### src/rtl/riscv_defines_pkg.sv
// Shared RISC-V datapath definitions: operand width, ALU opcodes and the issue-stage state encoding.
package riscv_defines_pkg;

   localparam int unsigned DATA_WIDTH = 32;
   localparam int unsigned RD_WIDTH   = 5;

   typedef enum logic [3:0] {
      ALU_ADD,
      ALU_SUB,
      ALU_SLL,
      ALU_SRL,
      ALU_SRA,
      ALU_AND,
      ALU_OR,
      ALU_XOR,
      ALU_SLT,
      ALU_SLTU
   } alu_op_t;

   typedef enum logic [1:0] {
      IDLE,
      REQ,
      WAIT,
      DONE
   } alu_iss_state_t;

   // Operation captured at the input handshake and replayed towards the ALU.
   typedef struct packed {
      alu_op_t               op;
      logic [DATA_WIDTH-1:0] src1;
      logic [DATA_WIDTH-1:0] src2;
      logic [RD_WIDTH-1:0]   rd;
   } alu_iss_req_t;

endpackage

### src/rtl/alu_if.sv
// Request/response channel between an issue stage (master) and an ALU (slave).
interface alu_if;
   import riscv_defines_pkg::*;

   logic [DATA_WIDTH-1:0] operand1;
   logic [DATA_WIDTH-1:0] operand2;
   alu_op_t               alu_op;
   logic                  req_valid;
   logic [DATA_WIDTH-1:0] result;
   logic                  resp_valid;
   logic                  resp_ready;

   modport master (
      output operand1, operand2, alu_op, req_valid,
      input  result, resp_valid, resp_ready
   );

   modport slave (
      input  operand1, operand2, alu_op, req_valid,
      output result, resp_valid, resp_ready
   );

endinterface

### src/rtl/alu_issuer.sv
// ALU issue stage: accepts one operation, issues it over alu_if and hands the result downstream.
// Optional WAIT-state timeout is compiled in with ALU_ISSUE_TIMEOUT_EN.
module alu_issuer
   import riscv_defines_pkg::*;
#(
   parameter int unsigned TIMEOUT_CYCLES = 32
) (
   input  logic                  clk,
   input  logic                  rst_n,
   input  logic                  in_valid,
   output logic                  in_ready,
   input  alu_op_t               in_op,
   input  logic [DATA_WIDTH-1:0] in_src1,
   input  logic [DATA_WIDTH-1:0] in_src2,
   input  logic [RD_WIDTH-1:0]   in_rd,
   alu_if.master                 alu_if,
   output logic                  out_valid,
   input  logic                  out_ready,
   output logic [DATA_WIDTH-1:0] out_result,
   output logic [RD_WIDTH-1:0]   out_rd,
   output logic                  err_timeout
);

   alu_iss_state_t        state_q, state_d;
   alu_iss_req_t          req_q, req_d;
   logic [DATA_WIDTH-1:0] out_result_q, out_result_d;
   logic [RD_WIDTH-1:0]   out_rd_q, out_rd_d;
   logic                  req_valid_q;
   logic                  out_valid_q;
   logic                  accept_c;
   logic                  timeout_c;

   // DONE can take a new operation in the same cycle its result leaves.
   assign in_ready = (state_q == IDLE) || ((state_q == DONE) && out_ready);
   assign accept_c = in_valid && in_ready;

   always_comb begin
      state_d      = state_q;
      req_d        = req_q;
      out_result_d = out_result_q;
      out_rd_d     = out_rd_q;

      if (accept_c) begin
         req_d = '{op: in_op, src1: in_src1, src2: in_src2, rd: in_rd};
      end

      unique case (state_q)
         IDLE: begin
            if (accept_c) state_d = REQ;
         end
         REQ: begin
            if (req_valid_q && alu_if.resp_ready) state_d = WAIT;
         end
         WAIT: begin
            if (timeout_c) begin
               out_result_d = '0;
               out_rd_d     = req_q.rd;
               state_d      = DONE;
            end else if (alu_if.resp_valid) begin
               out_result_d = alu_if.result;
               out_rd_d     = req_q.rd;
               state_d      = DONE;
            end
         end
         DONE: begin
            if (out_ready) state_d = accept_c ? REQ : IDLE;
         end
         default: state_d = IDLE;
      endcase
   end

   always_ff @(posedge clk or negedge rst_n) begin
      if (!rst_n) begin
         state_q      <= IDLE;
         req_q        <= '0;
         out_result_q <= '0;
         out_rd_q     <= '0;
         req_valid_q  <= 1'b0;
         out_valid_q  <= 1'b0;
      end else begin
         state_q      <= state_d;
         req_q        <= req_d;
         out_result_q <= out_result_d;
         out_rd_q     <= out_rd_d;
         req_valid_q  <= (state_d == REQ);
         out_valid_q  <= (state_d == DONE);
      end
   end

`ifdef ALU_ISSUE_TIMEOUT_EN
   localparam int unsigned CNT_W = $clog2(TIMEOUT_CYCLES + 1);

   logic [CNT_W-1:0] cnt_q, cnt_d;
   logic             err_q, err_d;

   // Counter sits at zero outside WAIT; the pulse fires at the end of the last allowed WAIT cycle.
   always_comb begin
      cnt_d = '0;
      err_d = 1'b0;
      if (state_q == WAIT) begin
         cnt_d = cnt_q + CNT_W'(1);
         err_d = !alu_if.resp_valid && (cnt_q == CNT_W'(TIMEOUT_CYCLES - 1));
      end
   end

   always_ff @(posedge clk or negedge rst_n) begin
      if (!rst_n) begin
         cnt_q <= '0;
         err_q <= 1'b0;
      end else begin
         cnt_q <= cnt_d;
         err_q <= err_d;
      end
   end

   assign timeout_c   = (state_q == WAIT) && (cnt_q == CNT_W'(TIMEOUT_CYCLES));
   assign err_timeout = err_q;
`else
   logic unused_timeout_cfg;

   assign unused_timeout_cfg = ^TIMEOUT_CYCLES;
   assign timeout_c          = 1'b0;
   assign err_timeout        = 1'b0;
`endif

   assign alu_if.operand1  = req_q.src1;
   assign alu_if.operand2  = req_q.src2;
   assign alu_if.alu_op    = req_q.op;
   assign alu_if.req_valid = req_valid_q;

   assign out_valid  = out_valid_q;
   assign out_result = out_result_q;
   assign out_rd     = out_rd_q;

endmodule
### src/flat_wrapper.sv
// flat-port wrapper written by rule: the top's interface ports become plain ports
module alu_issuer_flat import riscv_defines_pkg::*;
#(
   parameter int unsigned TIMEOUT_CYCLES = 32
)
  (clk, rst_n, in_valid, in_ready, in_op, in_src1, in_src2, in_rd, out_valid, out_ready, out_result, out_rd, err_timeout, alu_if_operand1, alu_if_operand2, alu_if_alu_op, alu_if_req_valid, alu_if_result, alu_if_resp_valid, alu_if_resp_ready);
  alu_if alu_if_i ();
  input  logic clk;
  input  logic rst_n;
  input  logic in_valid;
  output logic in_ready;
  input  alu_op_t in_op;
  input  logic [DATA_WIDTH-1:0] in_src1;
  input  logic [DATA_WIDTH-1:0] in_src2;
  input  logic [RD_WIDTH-1:0] in_rd;
  output logic out_valid;
  input  logic out_ready;
  output logic [DATA_WIDTH-1:0] out_result;
  output logic [RD_WIDTH-1:0] out_rd;
  output logic err_timeout;
  output wire logic [$bits(alu_if_i.operand1)-1:0] alu_if_operand1;
  output wire logic [$bits(alu_if_i.operand2)-1:0] alu_if_operand2;
  output wire logic [$bits(alu_if_i.alu_op)-1:0] alu_if_alu_op;
  output wire logic [$bits(alu_if_i.req_valid)-1:0] alu_if_req_valid;
  input wire logic [$bits(alu_if_i.result)-1:0] alu_if_result;
  input wire logic [$bits(alu_if_i.resp_valid)-1:0] alu_if_resp_valid;
  input wire logic [$bits(alu_if_i.resp_ready)-1:0] alu_if_resp_ready;
  assign alu_if_operand1 = alu_if_i.operand1;
  assign alu_if_operand2 = alu_if_i.operand2;
  assign alu_if_alu_op = alu_if_i.alu_op;
  assign alu_if_req_valid = alu_if_i.req_valid;
  assign alu_if_i.result = alu_if_result;
  assign alu_if_i.resp_valid = alu_if_resp_valid;
  assign alu_if_i.resp_ready = alu_if_resp_ready;
  alu_issuer #(.TIMEOUT_CYCLES(TIMEOUT_CYCLES)) u_core (.clk(clk), .rst_n(rst_n), .in_valid(in_valid), .in_ready(in_ready), .in_op(in_op), .in_src1(in_src1), .in_src2(in_src2), .in_rd(in_rd), .alu_if(alu_if_i), .out_valid(out_valid), .out_ready(out_ready), .out_result(out_result), .out_rd(out_rd), .err_timeout(err_timeout));
endmodule
### config.mk
export PLATFORM = sky130hd
export DESIGN_NAME = alu_issuer_flat
export DESIGN_NICKNAME = d
export VERILOG_FILES = /design/src/rtl/riscv_defines_pkg.sv /design/src/rtl/alu_if.sv /design/src/rtl/alu_issuer.sv /design/src/flat_wrapper.sv
export SDC_FILE = /design/constraint.sdc
export NUM_CORES = 1
export LEC_CHECK = 0
export CAP_MARGIN = 20
export CORE_ASPECT_RATIO = 1.5
export CORE_MARGIN = 1
export CORE_UTILIZATION = 46
export CTS_CLUSTER_DIAMETER = 100
export CTS_CLUSTER_SIZE = 16
export DETAILED_ROUTE_END_ITERATION = 8
export PLACE_DENSITY_LB_ADDON = 0.1
export REMOVE_ABC_BUFFERS = 1
export SKIP_CTS_REPAIR_TIMING = 1
export SYNTH_ARGS = -nofsm -noshare
export SYNTH_HDL_FRONTEND = slang
export SYNTH_SLANG_ARGS = --single-unit
### constraint.sdc
create_clock -name clk -period 2.86 [get_ports clk]
set_input_delay 0.429 -clock clk [delete_from_list [all_inputs] [get_ports clk]]
set_output_delay 0.429 -clock clk [all_outputs]
set_load 0.01 [all_outputs]
## After elaboration in Yosys (flattened, before gate mapping)

Index checks and enable logic that the tools add are counted.

| operators by class | value |
|---|---|
| bitwise operators | 0 |
| equality and inequality tests | 5 |
| $mul | 0 |
| reduce and logical (&&, ||, !) cells | 6 |
| order comparisons | 0 |
| mux-type cells | 6 |
| add/subtract/negate cells | 0 |
| shift operators | 0 |
| div/mod/pow operators | 0 |

Operator list:

| cell | number |
|---|---|
| two-way mux 2 bit | 4 |
| case mux 2 bit (4 select lines) | 1 |
| == test 2 bit, second input constant | 3 |
| == test 2 x 1 -> 1 bit, second input constant | 2 |
| logical AND 1 bit | 3 |
| logical NOT 2 bit | 1 |
| AND reduction 2 bit | 1 |
| logical OR 1 bit | 1 |
| two-way mux 1 bit | 1 |

| storage, ports and cells | value |
|---|---|
| register bits after elaboration | 114 |
| output and inout port bits | 109 |
| memories kept | 0 |
| input bits | 111 |
| RAM bits | 0 |
| bits in read-only memories | 0 |
| logic and storage cells | 26 |
| bits in latches | 0 |

## Logic depth before layout (Yosys ltp)

| logic depth | value |
|---|---|
| word-level depth | 8 |
| mapped depth | 5 |
| gate-level depth less buffers | 3 |

## Least setup slack after synthesis

OpenSTA, ideal clock, no wires.

| path | value |
|---|---|
| kind | reg-to-reg |
| from | register u_core.state_q[0] |
| to | register u_core.req_q, in the netlist u_core.alu_if.alu_op[0] |
| data arrival time | 1.466 ns |
| buffers on the path | 2 |
| cell stages (with the launch flop) | 6 |
| path slack | 1.269 ns |
| data required time | 2.735 ns |
| path through | dfrtp_1 > nor2b_1 > a211o_1 > buf_4 > buf_6 > mux2_4 |

| on the way | value |
|---|---|
| longest elaborated chain between the ends | 4 |

RTL lines:

| element | line | RTL |
|---|---|---|
| start, declared | alu_issuer.sv:24 | `alu_iss_state_t state_q, state_d;` |
| start signal, assigned | alu_issuer.sv:81 | `state_q <= state_d;` |
| == test 2 bit | alu_issuer.sv:34 | `assign in_ready = (state_q == IDLE) \|\| ((state_q == DONE) && out_ready);` |
| logical AND 1 bit | alu_issuer.sv:34 |  |
| logical OR 1 bit * | alu_issuer.sv:34 |  |
| logical AND 1 bit * | alu_issuer.sv:35 | `assign accept_c = in_valid && in_ready;` |
| end signal, assigned | alu_issuer.sv:82 | `req_q <= req_d;` |
| end, declared | alu_issuer.sv:25 | `alu_iss_req_t req_q, req_d;` |

Every way passes the cells marked *; elsewhere a longest branch is shown, timed or not.
A chain may end at the register's enable or synchronous reset.

## Final worst setup path

| path | value |
|---|---|
| from | input port out_ready |
| to | output port in_ready |

| on the way | value |
|---|---|
| longest elaborated chain between the ends | 2 |

RTL lines:

| element | line | RTL |
|---|---|---|
| start, declared | flat_wrapper.sv:17 | `input logic out_ready;` |
| logical AND 1 bit | alu_issuer.sv:34 |  |
| logical OR 1 bit | alu_issuer.sv:34 |  |
| end, declared | flat_wrapper.sv:11 | `output logic in_ready;` |

No other way between the ends.

==> summary.md <==
| Metric | Value |
|---|---|
| Critical setup path kind | `in2out` |
| Static Leak | `0.00336 uW` |
| H-tree depth | `4` |
| Gate power share | `42.4%` |
| Synth Register Bits | `114` |
| Total die area | `0.0114 sq mm` |
| Psw | `2490 uW` |
| Placed Cells incl. Taps | `608` |
| Hold Path Class | `in2async` |
| Max Root-Sink Buffers | `2` |
| Pwr/cell area | `1230 mW/mm^2` |
| Syn Area/Cell | `15.6 sq um` |
| Congestion Overflow GR | `0` |
| Die X | `87.4 um` |
| Initial core utilization | `47.5%` |
| Port bufs | `218` |
| Critical path fanouts, max | `3` |
| Period minus WS final | `2.21 ns` |
| Max Cap Viol | `0` |
| Capturing point of the worst reg2reg path | `u_core.alu_if.operand2[18]` |
| Startpoint types | `primary input` |
| Final Wtd Congestion | `0.722` |
| Routed len/inst | `16.4 um` |
| Antenna cells | `0` |
| RR Startpoint | `u_core.state_q[1]` |
| Crit end category | `output port` |
| Detail Placement HPWL | `7420 um` |
| Chip Height | `130 um` |
| Final Setup Violations | `0` |
| Synth Warn # | `0` |
| Peak VDD IR | `0.668 mV` |
| Residual DRC | `0` |
| Number of routed nets with antenna violations | `0` |
| Vias per std cell | `4.64` |
| Synth cell types | `18` |
| Vias in the first global route | `3222` |
| Clock Pin Slew Worst Setup and Hold Paths | `0.05 ns` |
| Synth Cell Area | `0.00503 sq mm` |
| Fin. Hold Viols | `0` |
| Worst-Margin Slew | `0.588 ns` |
| CTS root buffer | `clkbuf_16` |
| Final wirelength | `10500 um` |
| Fraction of layout cells with a size suffix above 1 | `29.6%` |
| Core area | `0.0106 sq mm` |
| # IOs | `220` |
| Non-Filler Instances | `640` |
| Unrepaired setup endpoints after global routing | `false` |
| Pre-Repair DR Iteration Count | `4` |
| Worst Path Required | `2.43 ns` |
| Syn Inst Count | `322` |
| DR vias | `2968` |
| Clk sink count | `114` |
| Total track usage | `19.0%` |
| Sw Share | `26.9%` |
| CTS tree | `built` |
| Seq/Total Area, Yosys | `56.7%` |
| CTS buffer count | `17` |
| Fill count | `777` |
| Commonest non-fill, non-tap cell in the layout | `clkdlybuf4s50_1` |
| Initial antenna violation count | `0` |
| Worst-skew pair later-pin latency | `0.40 ns` |
| Post-layout util | `71.0%` |
| Clk network pwr share | `26.1%` |
| Post-layout nets | `594` |
| R2r worst-path depth | `4` |
| Flop pwr share | `31.5%` |
| Number of cell rows | `46` |
| Fin crit share | `77.4%` |
| 1st-iter DRT viols | `98` |
| Outcome | `completed` |
| Worst reg2reg setup slack | `0.95 ns` |
| Most frequent cells in the layout | `clkdlybuf4s50_1, dfrtp_1, mux2_4` |
| Fmax | `452 MHz` |
| CP arrival | `1.78 ns` |
| Layout Skew | `0.00679 ns` |
| Max-slew headroom | `60.8%` |
| Internal cell power | `6750 uW` |
| Largest net degree at the start of global routing | `75` |
| Area grow syn2layout | `49.5%` |
| First-pass GRT wire length | `16000 um` |
| Slew Viols, Final | `0` |
==> through the flow <==
stage	setup TNS, ns	instance area, sq um	hold WS [ns]	setup slack [ns]	total power [uW]
after global placement	0	6840	0.468	0.669	6770
after global routing	0	7520	0.0702	0.596	9680
after floorplan	-38.89	4410	0.133	-0.606	4870
final	0	7520	0.0301	0.648	9230
after detailed placement	0	6840	0.472	0.635	6880
after CTS	0	7520	0.0440	0.633	9340
==> worst max path at each step <==
| stage | cells after the start | end | slack [ns] | start |
|---|---|---|---|---|
| after global placement | 4 | in_ready | 0.67 | out_ready |
| final | 4 | in_ready | 0.65 | out_ready |
| after CTS | 3 | in_ready | 0.63 | u_core.state_q[0] |
| after global routing | 3 | in_ready | 0.60 | u_core.state_q[0] |
| after detailed placement | 4 | in_ready | 0.63 | out_ready |
| after floorplan | 3 | u_core.alu_if.operand2[16] | -0.61 | u_core.state_q[0] |
==> per-layer routing <==
metal	wire (um)	global-route usage [%]	up-vias
li1	-	-	1347
met1	3960	21.3	1459
met2	5400	30.9	141
met3	822	8.16	21
met4	282	9.26	0
met5	0	0	-
==> critical path, cell delays in order <==
cell	delay (ns)
clkdlybuf4s50_1	0.50
nand2_1	0.10
a21oi_1	0.19
clkdlybuf4s50_1	0.56
==> state kept, by name, summed over array words and instances, names as in the netlist <==
name	flops
u_core.alu_if.req_valid	1
u_core.out_valid	1
u_core.alu_if.alu_op	4
u_core.out_rd	5
u_core.req_q	5
u_core.alu_if.operand1	32
u_core.out_result	32
u_core.alu_if.operand2	32
u_core.state_q	2
==> synth_stat cells <==
cell type	instances	area [sq um]
buf_6	6	67.6
mux2_4	59	886
a31oi_1	2	12.5
o2bb2a_1	1	10.0
and2_1	1	6.26
dfrtp_1	114	2850
a211o_1	1	8.76
a21oi_1	1	5.00
nand3b_1	1	7.51
buf_4	70	526
nor2b_1	1	6.26
nand2_1	4	15.0
inv_1	2	7.51
mux2_2	51	574
buf_2	5	25.0
mux2i_1	1	10.0
conb_1	1	3.75
o21a_1	1	7.51
==> layout make-up <==
class | instances | area (sq um) | area share (%)
clock buffers | 22 | 474 | 6.31
clock inverters | 10 | 203 | 2.70
inverters | 2 | 7.51 | 0.0998
multi-input cells | 125 | 1560 | 20.8
flip-flops and latches | 114 | 2850 | 37.9
well taps | 144 | 180 | 2.40
repair buffers | 223 | 2240 | 29.8
==> power groups by stage <==
stage               clock network (uW)  registers [uW]  logic, uW
finish                            2410            2910       3920
global route                      2520            3010       4150
CTS                               2440            2910       3980
detailed placement                   0            2910       3970
global placement                     0            2880       3890
floorplan                            0            3250       1620
==> kinds of logic (layout without fill, tap and decap cells) <==
kind of cell    count (synthesis)  in the layout  synth area share, %
flops                         114            114                 56.7
mux                           111            111                 29.2
buf+inv                        83            257                 12.4
simple gates                    7              7                0.696
compound gates                  6              6                0.870
other cells                     1              1               0.0745
(Power assumes the default switching activity.)
